`src/rtl/f2h_reset_event_ctrl.sv`:
```
// Fabric-to-HPS reset/event controller: prioritised, shaped, rate-limited reset
// requests with HPS handshake tracking, plus stretched STM hardware event pulses.
module f2h_reset_event_ctrl #(
  parameter int N_EVENTS       = 28,
  parameter int STRETCH        = 4,
  parameter int PULSE_CYCLES   = 16,
  parameter int HOLDOFF_CYCLES = 64,
  parameter int TIMEOUT_CYCLES = 1000000
) (
  input  logic                clk_clk,
  input  logic                reset_reset,
  input  logic                req_cold,
  input  logic                req_warm,
  input  logic                req_debug,
  input  logic [N_EVENTS-1:0] ev_in,
  input  logic                h2f_reset_n,
  input  logic                clear_status,
  output logic                f2h_cold_reset_req_reset_n,
  output logic                f2h_warm_reset_req_reset_n,
  output logic                f2h_debug_reset_req_reset_n,
  output logic [N_EVENTS-1:0] f2h_stm_hwevents,
  output logic                busy,
  output logic [1:0]          last_req,
  output logic                timeout
);

  localparam int PW   = $clog2(PULSE_CYCLES) + 1;
  localparam int HW   = $clog2(HOLDOFF_CYCLES) + 1;
  localparam int TW   = $clog2(TIMEOUT_CYCLES) + 1;
  localparam int SW   = $clog2(STRETCH) + 1;
  localparam int CW_A = (PW > HW) ? PW : HW;
  localparam int CW   = (CW_A > TW) ? CW_A : TW;

  localparam logic [CW-1:0] CNT_ZERO     = {CW{1'b0}};
  localparam logic [CW-1:0] CNT_ONE      = CW'(1);
  localparam logic [CW-1:0] PULSE_LAST   = CW'(PULSE_CYCLES - 1);
  localparam logic [CW-1:0] HOLDOFF_LAST = CW'(HOLDOFF_CYCLES - 1);
  localparam logic [CW-1:0] TIMEOUT_LAST = CW'(TIMEOUT_CYCLES - 1);
  localparam logic [SW-1:0] EV_ZERO      = {SW{1'b0}};
  localparam logic [SW-1:0] EV_ONE       = SW'(1);
  localparam logic [SW-1:0] EV_LOAD      = SW'(STRETCH);

  localparam logic [1:0] REQ_NONE  = 2'b00;
  localparam logic [1:0] REQ_DEBUG = 2'b01;
  localparam logic [1:0] REQ_WARM  = 2'b10;
  localparam logic [1:0] REQ_COLD  = 2'b11;

  typedef enum logic [2:0] {
    S_IDLE      = 3'd0,
    S_ASSERT    = 3'd1,
    S_WAIT_LOW  = 3'd2,
    S_WAIT_HIGH = 3'd3,
    S_HOLDOFF   = 3'd4
  } state_t;

  state_t        r_state;
  state_t        w_state_nxt;
  logic [CW-1:0] r_cnt;
  logic [CW-1:0] w_cnt_nxt;
  logic [1:0]    r_sel;
  logic [1:0]    w_sel_nxt;
  logic [1:0]    w_req_sel;
  logic          w_accept;
  logic          w_timeout_set;

  logic          r_sync1;
  logic          r_sync2;

  logic          r_cold_n;
  logic          r_warm_n;
  logic          r_debug_n;
  logic          r_busy;
  logic [1:0]    r_last_req;
  logic          r_timeout;
  logic          w_cold_n_nxt;
  logic          w_warm_n_nxt;
  logic          w_debug_n_nxt;
  logic          w_busy_nxt;
  logic [1:0]    w_last_req_nxt;
  logic          w_timeout_nxt;

  logic [N_EVENTS-1:0] r_ev_hist;
  logic [N_EVENTS-1:0] r_ev_out;
  logic [SW-1:0]       r_ev_cnt     [N_EVENTS];
  logic [SW-1:0]       w_ev_cnt_nxt [N_EVENTS];

  // Two-flop synchroniser for the asynchronous HPS reset; idles high.
  always_ff @(posedge clk_clk) begin
    if (reset_reset) begin
      r_sync1 <= 1'b1;
      r_sync2 <= 1'b1;
    end else begin
      r_sync1 <= h2f_reset_n;
      r_sync2 <= r_sync1;
    end
  end

  // Request priority, FSM next state and next values of the registered outputs.
  always_comb begin
    w_req_sel     = REQ_NONE;
    w_state_nxt   = r_state;
    w_cnt_nxt     = r_cnt;
    w_sel_nxt     = r_sel;
    w_accept      = 1'b0;
    w_timeout_set = 1'b0;

    if (req_cold) begin
      w_req_sel = REQ_COLD;
    end else if (req_warm) begin
      w_req_sel = REQ_WARM;
    end else if (req_debug) begin
      w_req_sel = REQ_DEBUG;
    end else begin
      w_req_sel = REQ_NONE;
    end

    case (r_state)
      S_IDLE: begin
        w_cnt_nxt = CNT_ZERO;
        if (w_req_sel != REQ_NONE) begin
          w_accept    = 1'b1;
          w_sel_nxt   = w_req_sel;
          w_state_nxt = S_ASSERT;
        end else begin
          w_state_nxt = S_IDLE;
        end
      end
      S_ASSERT: begin
        if (r_cnt == PULSE_LAST) begin
          w_cnt_nxt   = CNT_ZERO;
          // The HPS never resets the fabric on a debug reset, so skip the handshake.
          w_state_nxt = (r_sel == REQ_DEBUG) ? S_HOLDOFF : S_WAIT_LOW;
        end else begin
          w_cnt_nxt = r_cnt + CNT_ONE;
        end
      end
      S_WAIT_LOW: begin
        if (r_cnt == TIMEOUT_LAST) begin
          w_timeout_set = 1'b1;
          w_cnt_nxt     = CNT_ZERO;
          w_state_nxt   = S_HOLDOFF;
        end else if (!r_sync2) begin
          w_cnt_nxt   = r_cnt + CNT_ONE;
          w_state_nxt = S_WAIT_HIGH;
        end else begin
          w_cnt_nxt = r_cnt + CNT_ONE;
        end
      end
      S_WAIT_HIGH: begin
        // A completed handshake on the last allowed cycle beats the timeout.
        if (r_sync2) begin
          w_cnt_nxt   = CNT_ZERO;
          w_state_nxt = S_HOLDOFF;
        end else if (r_cnt == TIMEOUT_LAST) begin
          w_timeout_set = 1'b1;
          w_cnt_nxt     = CNT_ZERO;
          w_state_nxt   = S_HOLDOFF;
        end else begin
          w_cnt_nxt = r_cnt + CNT_ONE;
        end
      end
      S_HOLDOFF: begin
        if (r_cnt == HOLDOFF_LAST) begin
          w_cnt_nxt   = CNT_ZERO;
          w_state_nxt = S_IDLE;
        end else begin
          w_cnt_nxt = r_cnt + CNT_ONE;
        end
      end
      default: begin
        w_cnt_nxt   = CNT_ZERO;
        w_state_nxt = S_IDLE;
      end
    endcase

    w_cold_n_nxt  = !((w_state_nxt == S_ASSERT) && (w_sel_nxt == REQ_COLD));
    w_warm_n_nxt  = !((w_state_nxt == S_ASSERT) && (w_sel_nxt == REQ_WARM));
    w_debug_n_nxt = !((w_state_nxt == S_ASSERT) && (w_sel_nxt == REQ_DEBUG));
    w_busy_nxt    = (w_state_nxt != S_IDLE);

    if (w_accept) begin
      w_last_req_nxt = w_req_sel;
    end else if (clear_status) begin
      w_last_req_nxt = REQ_NONE;
    end else begin
      w_last_req_nxt = r_last_req;
    end

    if (w_timeout_set) begin
      w_timeout_nxt = 1'b1;
    end else if (clear_status) begin
      w_timeout_nxt = 1'b0;
    end else begin
      w_timeout_nxt = r_timeout;
    end
  end

  // FSM state, shared phase counter and registered control/status outputs.
  always_ff @(posedge clk_clk) begin
    if (reset_reset) begin
      r_state    <= S_IDLE;
      r_cnt      <= CNT_ZERO;
      r_sel      <= REQ_NONE;
      r_cold_n   <= 1'b1;
      r_warm_n   <= 1'b1;
      r_debug_n  <= 1'b1;
      r_busy     <= 1'b0;
      r_last_req <= REQ_NONE;
      r_timeout  <= 1'b0;
    end else begin
      r_state    <= w_state_nxt;
      r_cnt      <= w_cnt_nxt;
      r_sel      <= w_sel_nxt;
      r_cold_n   <= w_cold_n_nxt;
      r_warm_n   <= w_warm_n_nxt;
      r_debug_n  <= w_debug_n_nxt;
      r_busy     <= w_busy_nxt;
      r_last_req <= w_last_req_nxt;
      r_timeout  <= w_timeout_nxt;
    end
  end

  // Per-bit stretch counters: a rising edge reloads, otherwise count down to zero.
  always_comb begin
    for (int i = 0; i < N_EVENTS; i++) begin
      if (ev_in[i] && !r_ev_hist[i]) begin
        w_ev_cnt_nxt[i] = EV_LOAD;
      end else if (r_ev_cnt[i] != EV_ZERO) begin
        w_ev_cnt_nxt[i] = r_ev_cnt[i] - EV_ONE;
      end else begin
        w_ev_cnt_nxt[i] = EV_ZERO;
      end
    end
  end

  // Event history (all ones at reset so already-high inputs never fire) and outputs.
  always_ff @(posedge clk_clk) begin
    if (reset_reset) begin
      r_ev_hist <= {N_EVENTS{1'b1}};
      r_ev_out  <= {N_EVENTS{1'b0}};
      for (int i = 0; i < N_EVENTS; i++) begin
        r_ev_cnt[i] <= EV_ZERO;
      end
    end else begin
      r_ev_hist <= ev_in;
      for (int i = 0; i < N_EVENTS; i++) begin
        r_ev_cnt[i] <= w_ev_cnt_nxt[i];
        r_ev_out[i] <= (r_ev_cnt[i] != EV_ZERO);
      end
    end
  end

  assign f2h_cold_reset_req_reset_n  = r_cold_n;
  assign f2h_warm_reset_req_reset_n  = r_warm_n;
  assign f2h_debug_reset_req_reset_n = r_debug_n;
  assign f2h_stm_hwevents            = r_ev_out;
  assign busy                        = r_busy;
  assign last_req                    = r_last_req;
  assign timeout                     = r_timeout;

endmodule

```
`config.mk`:
```
export PLATFORM = sky130hd
export DESIGN_NAME = f2h_reset_event_ctrl
export DESIGN_NICKNAME = d
export VERILOG_FILES = /design/src/rtl/f2h_reset_event_ctrl.sv
export SDC_FILE = /design/constraint.sdc
export NUM_CORES = 1
export LEC_CHECK = 0
export BUFFER_PORTS_ARGS = -buffer_cell sky130_fd_sc_hd__buf_2
export CAP_MARGIN = 15
export CORE_ASPECT_RATIO = 0.7
export CORE_MARGIN = 2
export CORE_UTILIZATION = 55
export CTS_CLUSTER_DIAMETER = 50
export DETAILED_ROUTE_END_ITERATION = 8
export PLACE_DENSITY = 0.74
export RECOVER_POWER = 25
export SYNTH_ARGS = -nofsm -noshare
export SYNTH_HDL_FRONTEND = slang
export SYNTH_SLANG_ARGS = --single-unit
export TNS_END_PERCENT = 1
```
`constraint.sdc`:
```
create_clock -name clk_clk -period 4.55 [get_ports clk_clk]
set_clock_uncertainty 0.15 [all_clocks]
set_input_delay 0.6825 -clock clk_clk [delete_from_list [all_inputs] [get_ports clk_clk]]
set_output_delay 0.6825 -clock clk_clk [all_outputs]
set_load 0.02 [all_outputs]
```
== Word-level counts from Yosys, hierarchy flattened ==
Memories as Yosys holds them, arrays and structs flattened.
Index checks and enable logic that the tools add are counted.
Widths: inputs -> output; s select.
Word-level totals
  bits in registers: 91
  RAM bits: 84
  word-level logic and storage cells: 293
  memories: 1
Cells by class
  add/subtract/negate cells: 29
  eq/ne operators: 12
  multiplexer cells: 115
  bitwise gates (word level): 28
  reduce and logical (&&, ||, !) cells: 95
Memory list
  r_ev_cnt: words 28, width 3, read ports 28, clocked after memory_dff 0, wr ports 28, RTL line 84  | logic [SW-1:0] r_ev_cnt [N_EVENTS];
Operators with widths (count)
  $mux 3: 91
  $reduce_bool 3->1: 29
  $mux 21: 4
  $pmux 21 s4: 1
  $sub 3x1->3 const B: 28
  $logic_and 1x1->1: 31
  $logic_not 1->1: 31
  $or 1x1->1: 28
  $add 21x1->21 const B: 1
  $eq 21x20->1 const B: 1
  $eq 21x4->1 const B: 1
  $eq 21x6->1 const B: 1
  $pmux 3 s5: 1
  $mux 2: 6
  $mux 1: 11
  $eq 3x1->1 const B: 2
  $eq 3x2->1 const B: 2
  $reduce_bool 2->1: 3
  $eq 2x1->1 const B: 2
  $eq 2x2->1 const B: 2
  $eq 3x3->1 const B: 1
  $logic_not 3->1: 1
  $pmux 1 s2: 1

== Logic depth before layout (Yosys ltp) ==
Gate-level depths: netlist (run 1).
  depth in word-level cells: 9
  depth in mapped cells: 7
  gate-level depth less buffers: 6

== Least setup slack after synthesis (run 1) ==
Ideal clock, no wire load.
  path type: register to register
  start point: reg r_cnt[7]
  end point: reg r_cnt[11]
  library setup time: 0.115 ns
  arrival: 1.706 ns
  data required time: 4.285 ns
  slack: 2.579 ns
  cell stages (with the launch flop): 7
  period minus slack after synthesis: 1.971 ns
  cells stage by stage: dfxtp_1 nor4_4 nand3_2 o311a_4 o31ai_4 buf_6 nor2_2
On the way
  longest elaborated chain between the ends: 4
  elaborated cells on any way between the ends: 9
RTL lines
  from (decl): RTL line 58  | logic [CW-1:0] r_cnt;
  from (signal assigned): RTL line 212  | r_cnt <= w_cnt_nxt;
  $add 21x1->21 or $eq 21x20->1 (tied branches)
  $mux 21: RTL line 138  | if (r_cnt == TIMEOUT_LAST) begin
  $mux 21: RTL line 151  | if (r_sync2) begin
  $pmux 21 s4 (*): RTL line 117  | case (r_state)
Every way passes the cells marked *; elsewhere a longest branch is shown, timed or not.
A chain may end at the register's enable or synchronous reset.

==> flow_summary.yaml, run 1 <==
pwr:
  clkPwrFrac_pct: 27.9
  p_comb_share_pct: 30.6
  p_int_mw: 3.46
  switching_share_pct: 33.5
  p_per_area_mw_per_mm2: 659
  seqPwrFrac_pct: 41.5
  power_leakage_nw: 3.40
  ir_worst_vdd_uv: 367
  p_switching_mw: 1.75
worst_setup_path:
  critPathArrivalTime_ps: 2930
  slowest_delay_ps: 1200
  crit_type: "primary input to flop"
  cp-end-kind: "flop"
  worst_path_max_delay_cell: "clkbuf_1"
  path_cells: "clkbuf_1 -> buf_4 -> a21oi_1 -> nand2_1 -> nor2_1"
  required_ps: 4710
  start_kind: "primary input"
  crit_fanout: 55
global_route:
  grt_use_total_pct: 19.4
  grt_pass1_vias: 4989
  antenna_found_initial: 0
  grt_pass1_wl_um: 21100
  grt_max_degree: 56
  grt-ovfl-total: 0
synthesis:
  ys_ff_latch: 175
  synth_top_area_share_pct: 51.5
  netlist_instances: 746
  yosysTopAreaCell: "dfxtp_1"
  syn_nets: 838
  ys_seq_area_share_pct: 51.5
  async_flop_share_pct: 0
  yosys_warnings: 0
  synth_area_sq_mm: 0.00680
  ys_types: 46
  syn_avg_cell_area_sq_um: 9.11
  ys_top_cells_by_area: "dfxtp_1 52%, ha_1 10%, nor2_1 6.8%"
  synth-edff-count: 0
  ys.flop_type: "dfxtp_1"
timing:
  period_share_pct: 60.8
  fin_crit_ps: 2770
  report.final.slew_viol_count: 41
  max_freq_mhz: 362
  rsz0062_at_grt: "false"
  tns_ps: 0
  worstMarginPinSlew_ps: 1710
  setup_viol: 0
  hold_viol: 0
  relSlewSlack_pct: -13.7
clock_tree:
  postCtsSetupRepairBufs: 0
  cts_tree: "built"
  htree_levels: 4
  cts_root_buffer: "clkbuf_16"
  cts_resized: 0
  cts_buffer_depth: 2
  clock_latency_ps: 410
  numCtsBuffers: 17
  clk_pin_slew_ps: 70
  clock-sinks: 175
  cts_hold_buf: 0
final_layout:
  insertedDiodeCount: 0
  fillers: 933
  area_delta_synth_final_pct: 16.4
  fin_nets: 915
  final_core_util_pct: 66.5
  drive_above_1_share_pct: 19.3
die:
  die_y_um: 97.0
  ios: 70
  start_util_pct: 57.2
  rows: 33
  die_area_sq_mm: 0.0133
  coreArea_sq_mm: 0.0119
  die_w_um: 137
run_status:
  status: "finished, violations left"
  violations: "max-capacitance violations, max-slew violations"
drt:
  route.vias.total: 4930
  drc: 0
  finalWirelength_um: 12200
  vias_per_cell: 4.96
  drtAntennaViolNets: 0
  wl_per_cell_um: 12.3
  drt_iter0_drc: 256
  drtPass1Iterations: 4
placed_design:
  io_buffers: 69
  place_congestion: 0.799
  dp_hpwl_um: 8570
run:
  cap_violations: 1
worst_hold_path:
  hp-class: "flop to flop"
## routing by layer
metal,vias to the layer above,GRT usage (%),wire length (um)
li1,2525,-,-
met1,2271,23.4,5640
met2,114,33.3,5800
met3,20,4.98,625
met4,0,7.06,171
met5,-,0,0
## cell families (layout without fill, tap and decap cells)
family                     count (synthesis)  in the layout  synth area share [%]
DFF                                      175            175                  51.5
AOI/OAI and AO/OA                        112            112                  9.50
and+or+nand+nor                          281            281                  20.3
buffers and inverters                    104            194                  5.98
adders and majority gates                 57             57                  10.5
xor gates and xnor gates                  17             17                  2.19
## through the flow
step,hold WS [ps],std cells,instance area (sq um),worst slack [ps],total power [mW]
floorplan,239,746,6800,2580,3.34
global placement,247,960,7280,1890,3.60
detailed placement,251,960,7280,1760,3.77
CTS,260,992,7890,1740,5.26
global route,271,993,7910,1640,5.64
finish,258,993,7910,1780,5.21
## state kept, by name, indices dropped and copies added, names as in the netlist, 2 cells and up
signal / count
r_cnt: 21
r_ev_cnt: 84
r_ev_hist: 28
last_req: 2
r_sel: 2
r_state: 3
f2h_stm_hwevents: 28
## final cells by class
cell class / instances / area, sq um / share of cell area (%)
multi-input combinational: 467 / 2890 / 36.5
timing repair buffer: 71 / 379 / 4.79
clock inverter: 13 / 153 / 1.93
tap: 157 / 196 / 2.48
inverter: 91 / 342 / 4.32
sequential: 175 / 3500 / 44.3
clock buffer: 19 / 453 / 5.72
## synthesized netlist by cell type, types with 4 or more instances
cell type	count
nor2_2	18
and4_1	4
xnor2_1	7
nand2b_1	29
o21ai_0	32
dfxtp_1	175
nor2_1	123
clkbuf_1	9
nor3_1	6
ha_1	57
nand4_1	6
xor2_1	10
or2_2	30
and3_1	4
inv_1	91
nand3_1	8
nand2_1	36
and2_1	4
a31oi_1	6
a21oi_1	58
nor2b_1	4
## power by group through the flow
stage                     logic, mW  clock network, mW  registers [mW]
after floorplan                1.02                  0            2.32
after global placement         1.43                  0            2.17
after detailed placement       1.58                  0            2.19
after CTS                      1.60               1.49            2.16
after global routing           1.87               1.56            2.21
final                          1.60               1.46            2.16
## final timing paths
check	slack, ps	to	cells past startpoint	start
max	1780	r_ev_cnt[0][34]	5	reset_reset
max reg2reg	2080	r_cnt[6]	7	r_cnt[0]
min	260	r_ev_cnt[0][3]	1	r_ev_cnt[0][3]
min reg2reg	260	r_ev_cnt[0][3]	1	r_ev_cnt[0][3]
## cell usage in the layout, fill, tap and decap left out, drive strengths merged, types with 4 or more instances in the layout
master    n
buf      70
nor2    141
nand2    36
nand2b   29
nor3      6
and2      4
or2      30
xnor2     7
dfxtp   175
o21ai    32
nor2b     4
xor2     10
a31oi     6
ha       57
nand4     6
and4      4
nand3     9
and3      5
inv      95
clkbuf   20
a21oi    60
clkinv    5
## worst max-delay path, delay by kind of cell
family | cells | cell delay, ps
and+or+nand+nor | 2 | 200
buffers and inverters | 2 | 1880
AOI/OAI and AO/OA | 1 | 120
Power figures use the tool's default switching activity.
==> run 2: changes to the inputs <==
--- a/config.mk
+++ b/config.mk
@@ -9,10 +9,10 @@
 export CAP_MARGIN = 15
 export CORE_ASPECT_RATIO = 0.7
 export CORE_MARGIN = 2
-export CORE_UTILIZATION = 55
+export CORE_UTILIZATION = 53
 export CTS_CLUSTER_DIAMETER = 50
 export DETAILED_ROUTE_END_ITERATION = 8
-export PLACE_DENSITY = 0.74
+export PLACE_DENSITY = 0.75
 export RECOVER_POWER = 25
 export SYNTH_ARGS = -nofsm -noshare
 export SYNTH_HDL_FRONTEND = slang
==> constraint.sdc (replaced) <==
create_clock -name clk_clk -period 2.41 [get_ports clk_clk]
set_clock_uncertainty 0.15 [all_clocks]
set_input_delay 0.3615 -clock clk_clk [delete_from_list [all_inputs] [get_ports clk_clk]]
set_output_delay 0.3615 -clock clk_clk [all_outputs]
set_load 0.02 [all_outputs]
==> run 2 against run 1 <==
Effect of this change: the run now ends clean; worst setup slack worse by 1500 ps; design area is 3.8% higher; via count is 1.2% higher; register-to-register slack got worse by 1800 ps; critical path depth grew 1; clock power increased by 92%; non-clock buffer count grew 30; global-route usage decreased by 0.47 points; hold slack got worse by 240 ps; combinational power grew 89%; critical path type is now flop to flop; critical endpoint is now r_cnt[14]; largest cell class unchanged.
==> flow_summary.yaml, run 2 (same netlist as run 1, synthesis figures left out) <==
timing:
  hold_viol: 0
  rsz0062_at_grt: "false"
  setup_viol: 0
  worstMarginPinSlew_ps: 1390
  setup_ws_ps: 271
  report.final.slew_viol_count: 0
  fin_crit_ps: 2140
  relSlewSlack_pct: 7.04
  period_share_pct: 88.8
  max_freq_mhz: 467
  tns_ps: 0
  hold_slack_ps: 16.1
final_layout:
  final_common_cell: "dfxtp_1"
  area_delta_synth_final_pct: 20.8
  regMostFlops: "r_ev_cnt"
  fin_nets: 945
  final_core_util_pct: 65.9
  largest_reg_flops: 84
  insertedDiodeCount: 0
  final_cell_mix: "175 x dfxtp_1, 123 x nor2_1, 91 x inv_1, 67 x buf_2, 58 x a21oi_1"
  drive_above_1_share_pct: 18.7
placed_design:
  dp_hpwl_um: 8640
  dp_slack_ps: 271
  place_congestion: 0.818
  io_buffers: 69
die:
  die_y_um: 98.7
  rows: 34
  ios: 70
  coreArea_sq_mm: 0.0125
  die_w_um: 139
  die_area_sq_mm: 0.0138
  start_util_pct: 54.5
pwr:
  p_per_area_mw_per_mm2: 1210
  ir_worst_vdd_uv: 635
  power_leakage_nw: 3.53
run:
  cap_violations: 0
drt:
  wl_per_cell_um: 11.9
  drt_iter0_drc: 223
  drc: 0
  drtAntennaViolNets: 0
  drtPass1Iterations: 5
  finalWirelength_um: 12200
  vias_per_cell: 4.85
  route.vias.total: 4990
worst_setup_path:
  start_kind: "flop"
  crit_fanout: 21
  worst_path_max_delay_cell: "nor4_1"
  path_cells: "nor4_1 -> nand2_1 -> o311a_4 -> o31ai_4 -> buf_12 -> nor2b_1"
  crit_buf_inv: 1
  cp_top_family: "simple AND/OR/NAND/NOR gates"
  critPathArrivalTime_ps: 2300
  regToRegSetupSlack_ps: 270
  cp-end-kind: "flop"
  required_ps: 2570
  crit_type: "flop to flop"
  slowest_delay_ps: 500
clock_tree:
  cts_tree: "built"
  clk_pin_slew_ps: 70
  clock-sinks: 175
  clock_latency_ps: 420
  cts_buffer_depth: 2
  htree_levels: 4
  cts_root_buffer: "clkbuf_16"
  numCtsBuffers: 17
  cts_resized: 0
global_route:
  antenna_found_initial: 0
  grt_use_total_pct: 19.0
  grt_pass1_wl_um: 21500
  grt_max_degree: 58
  grt_pass1_vias: 5044
  grt-ovfl-total: 0
worst_hold_path:
  hp-class: "primary input to flop"
run_status:
  status: "finished, final reports clean"
[run 2: changes by cell type in the layout (fill, tap and decap cells not counted), sizes merged]
cell,before,now
dlygate4sd3,0,27
clkbuf,20,21
clkinv,5,4
inv,95,98
[run 2: final timing paths]
| kind | startpoint | to | cells past startpoint |
|---|---|---|---|
| setup / recovery | r_cnt[14] | r_cnt[14] | 6 |
| hold / removal | ev_in[12] | r_ev_hist[12] | 2 |
| setup reg to reg | r_cnt[14] | r_cnt[14] | 6 |
| hold reg to reg | r_ev_cnt[0][0] | r_ev_cnt[0][0] | 1 |
[run 2: per-stage QoR]
step	instances	total power [mW]	cell area, sq um
after floorplan	746	6.31	6800
after global placement	969	6.79	7330
after detailed placement	969	7.13	7330
after CTS	1028	10.0	8220
after global routing	1028	10.7	8210
final	1028	9.91	8210
[run 2: worst register-to-register path, delay by kind of cell (launching register included)]
kind            cells  cell delay [ps]
compound gates      2              620
buf+inv             1              220
flops               1              350
simple gates        3              690
[run 2: timing repair]
item                      CTS  global route
hold endpoints to repair   27             0
buffers inserted            0             0
hold buffers               27             0
[run 2: power breakdown]
part / switching, mW / total, mW / internal [mW]
Sequential: 0.307 / 4.08 / 3.77
Combinational: 1.83 / 3.02 / 1.19
Clock: 1.23 / 2.81 / 1.59
Total: 3.37 / 9.91 / 6.55
[run 2: layer usage]
metal / share of wire (%) / global-route usage [%]
met1: 45 / 22.0
met2: 50 / 34.1
met3: 4.1 / 4.91
met4: 0.96 / 6.84
met5: 0 / 0
[run 2: layout make-up]
type | count | area, sq um
multi-input cells | 467 | 2890
inverters | 91 | 342
fillers | 989 | 4250
clock buffers | 17 | 425
repair buffers | 101 | 657
clock inverters | 15 | 196
well taps | 162 | 203
flip-flops and latches | 175 | 3500
==> run 3: changes to the inputs <==
--- a/config.mk
+++ b/config.mk
@@ -7,12 +7,11 @@
 export LEC_CHECK = 0
 export BUFFER_PORTS_ARGS = -buffer_cell sky130_fd_sc_hd__buf_2
 export CAP_MARGIN = 15
-export CORE_ASPECT_RATIO = 0.7
 export CORE_MARGIN = 2
-export CORE_UTILIZATION = 53
+export CORE_UTILIZATION = 55
 export CTS_CLUSTER_DIAMETER = 50
 export DETAILED_ROUTE_END_ITERATION = 8
-export PLACE_DENSITY = 0.75
+export PLACE_DENSITY = 0.74
 export RECOVER_POWER = 25
 export SYNTH_ARGS = -nofsm -noshare
 export SYNTH_HDL_FRONTEND = slang
==> constraint.sdc (replaced) <==
create_clock -name clk_clk -period 2.1 [get_ports clk_clk]
set_clock_uncertainty 0.15 [all_clocks]
set_input_delay 0.315 -clock clk_clk [delete_from_list [all_inputs] [get_ports clk_clk]]
set_output_delay 0.315 -clock clk_clk [all_outputs]
set_load 0.02 [all_outputs]
==> run 3 against run 2 <==
Effect of this change: clock power up 19%; core utilization grew 4.0 points; global-route usage up 0.74 points; sequential share of layout area shrank 1.1 points; power is 16% higher; final cell count rose by 2.3%; sequential power grew 15%; worst setup slack lost 240 ps; sequential cell count is the same; via count increased by 1.6%; die area decreased by 3.6%; count of clock-buffer cells in the layout is 5 higher.
==> flow_summary.yaml, run 3 (same netlist as run 1, synthesis figures left out) <==
run_status:
  status: "finished, final reports clean"
die:
  die_w_um: 115
  coreArea_sq_mm: 0.0121
  rows: 40
  start_util_pct: 56.3
  ios: 70
  die_area_sq_mm: 0.0133
  die_y_um: 115
pwr:
  p_per_area_mw_per_mm2: 1360
  ir_worst_vdd_uv: 859
  power_leakage_nw: 3.62
  total_power_mw: 11.5
drt:
  drtPass1Iterations: 4
  route.vias.total: 5071
  wl_per_cell_um: 11.9
  vias_per_cell: 4.82
  finalWirelength_um: 12500
  drtAntennaViolNets: 0
  drc: 0
  drt_iter0_drc: 220
placed_design:
  dp_slack_ps: 41.4
  place_congestion: 0.817
  io_buffers: 69
  placed_cell_area_sq_mm: 0.00743
  dp_hpwl_um: 8690
final_layout:
  fin_nets: 962
  final_area_sq_mm: 0.00843
  final_common_cell: "dfxtp_1"
  drive_above_1_share_pct: 19.5
  fillers: 891
  regMostFlops: "r_ev_cnt"
  largest_reg_flops: 84
  final_core_util_pct: 69.9
  area_delta_synth_final_pct: 24.1
  final_cell_mix: "171 x dfxtp_1, 123 x nor2_1, 91 x inv_1, 58 x a21oi_1, 56 x ha_1"
timing:
  report.final.slew_viol_count: 0
  hold_viol: 0
  setup_ws_ps: 29.0
  rsz0062_at_grt: "true"
  relSlewSlack_pct: 32.6
  setup_viol: 0
  max_freq_mhz: 483
  fin_crit_ps: 2070
  period_share_pct: 98.6
  worstMarginPinSlew_ps: 1010
global_route:
  grt_use_met1_pct: 21.5
  grt_pass1_vias: 5037
  top_usage_layer: "met2"
  grt_pass1_wl_um: 20900
  grt-ovfl-total: 0
  antenna_found_initial: 0
  grt_max_degree: 70
  grtUsageMet2_pct: 35.5
  grt_use_total_pct: 19.7
  grtUsageMet3_pct: 5.22
worst_setup_path:
  crit_end: "r_cnt[7]"
  start_kind: "flop"
  timing.rr.start: "r_cnt[7]"
  crit_type: "flop to flop"
  critPathLaunch: "r_cnt[7]"
  regToRegSetupSlack_ps: 30
  crit_fanout: 7
  cp-end-kind: "flop"
  worstRegToRegCells: 7
  r2r-end: "r_cnt[7]"
  required_ps: 2260
  critPathArrivalTime_ps: 2230
clock_tree:
  htree_levels: 4
  clock_latency_ps: 420
  clk_pin_slew_ps: 60
  numCtsBuffers: 17
  cts_tree: "built"
  clock-sinks: 175
  cts_root_buffer: "clkbuf_16"
  cts_buffer_depth: 2
run:
  cap_violations: 0
worst_hold_path:
  hp-class: "primary input to flop"
## run 3: cell types whose count changed in the layout (fill, tap and decap cells not counted), moves of 2 or more
cell           previous run  this run
buf_2                    67        55
buf_4                     2        14
buf_6                     0         2
bufinv_16                 2         4
clkbuf_1                  3        16
clkbuf_8                  0         3
clkinv_2                  0         3
clkinv_8                  2         0
dfxtp_1                 175       171
dfxtp_2                   0         4
dlygate4sd3_1            27        29
inv_6                     3         0
inv_8                     4         0
## run 3: per-stage QoR
step                cells  setup TNS [ps]  hold slack, ps
finish               1052               0            72.2
global route         1051           -1070            68.8
CTS                  1047               0            56.6
detailed placement    986               0             251
global placement      986               0             248
floorplan             746               0             239
## run 3: routing by layer
metal	share of wire, %	wire length, um	vias up
li1	-	-	2621
met1	43	5410	2359
met2	52	6450	70
met3	3.2	394	21
met4	1.9	239	0
met5	0	0	-
## run 3: worst max-delay path, stage by stage, from the launching register on
cell and delay [ps]:
dfxtp_2 330, nor4_4 270, nand3_2 160, o311a_4 420
o31ai_4 290, buf_4 160, clkbuf_16 150, nor2_2 40
## run 3: repair_timing
action                     in CTS  in global routing
hold endpoints to repair       29                  0
setup buffers                   0                  3
resized for setup               0                 13
setup endpoints to repair       0                 20
hold buffers                   29                  0
## run 3: worst min path at each step
stage,start,endpoint,slack [ps],cells after the start
final,req_cold,last_req[0],70,3
after detailed placement,r_ev_cnt[0][0],r_ev_cnt[0][0],250,1
after floorplan,r_sync1,r_sync2,240,1
after global routing,req_cold,last_req[0],70,3
after global placement,r_ev_cnt[0][18],r_ev_cnt[0][18],250,1
after CTS,req_cold,last_req[0],60,3
## run 3: layout make-up
class                   instances  area [sq um]  area share (%)
flip-flops and latches        175          3510            41.6
multi-input cells             467          2920            34.6
repair buffers                118           816            9.67
clock buffers                  22           474            5.62
inverters                      91           342            4.05
well taps                     168           210            2.49
clock inverters                10           159            1.88
diodes                          1          2.50          0.0297
## run 3: report_power, final
part	switching (mW)	total [mW]	internal, mW	leakage [nW]
Combinational	2.11	3.48	1.37	1.87
Clock	1.24	3.33	2.08	0.306
Sequential	0.345	4.68	4.33	1.44
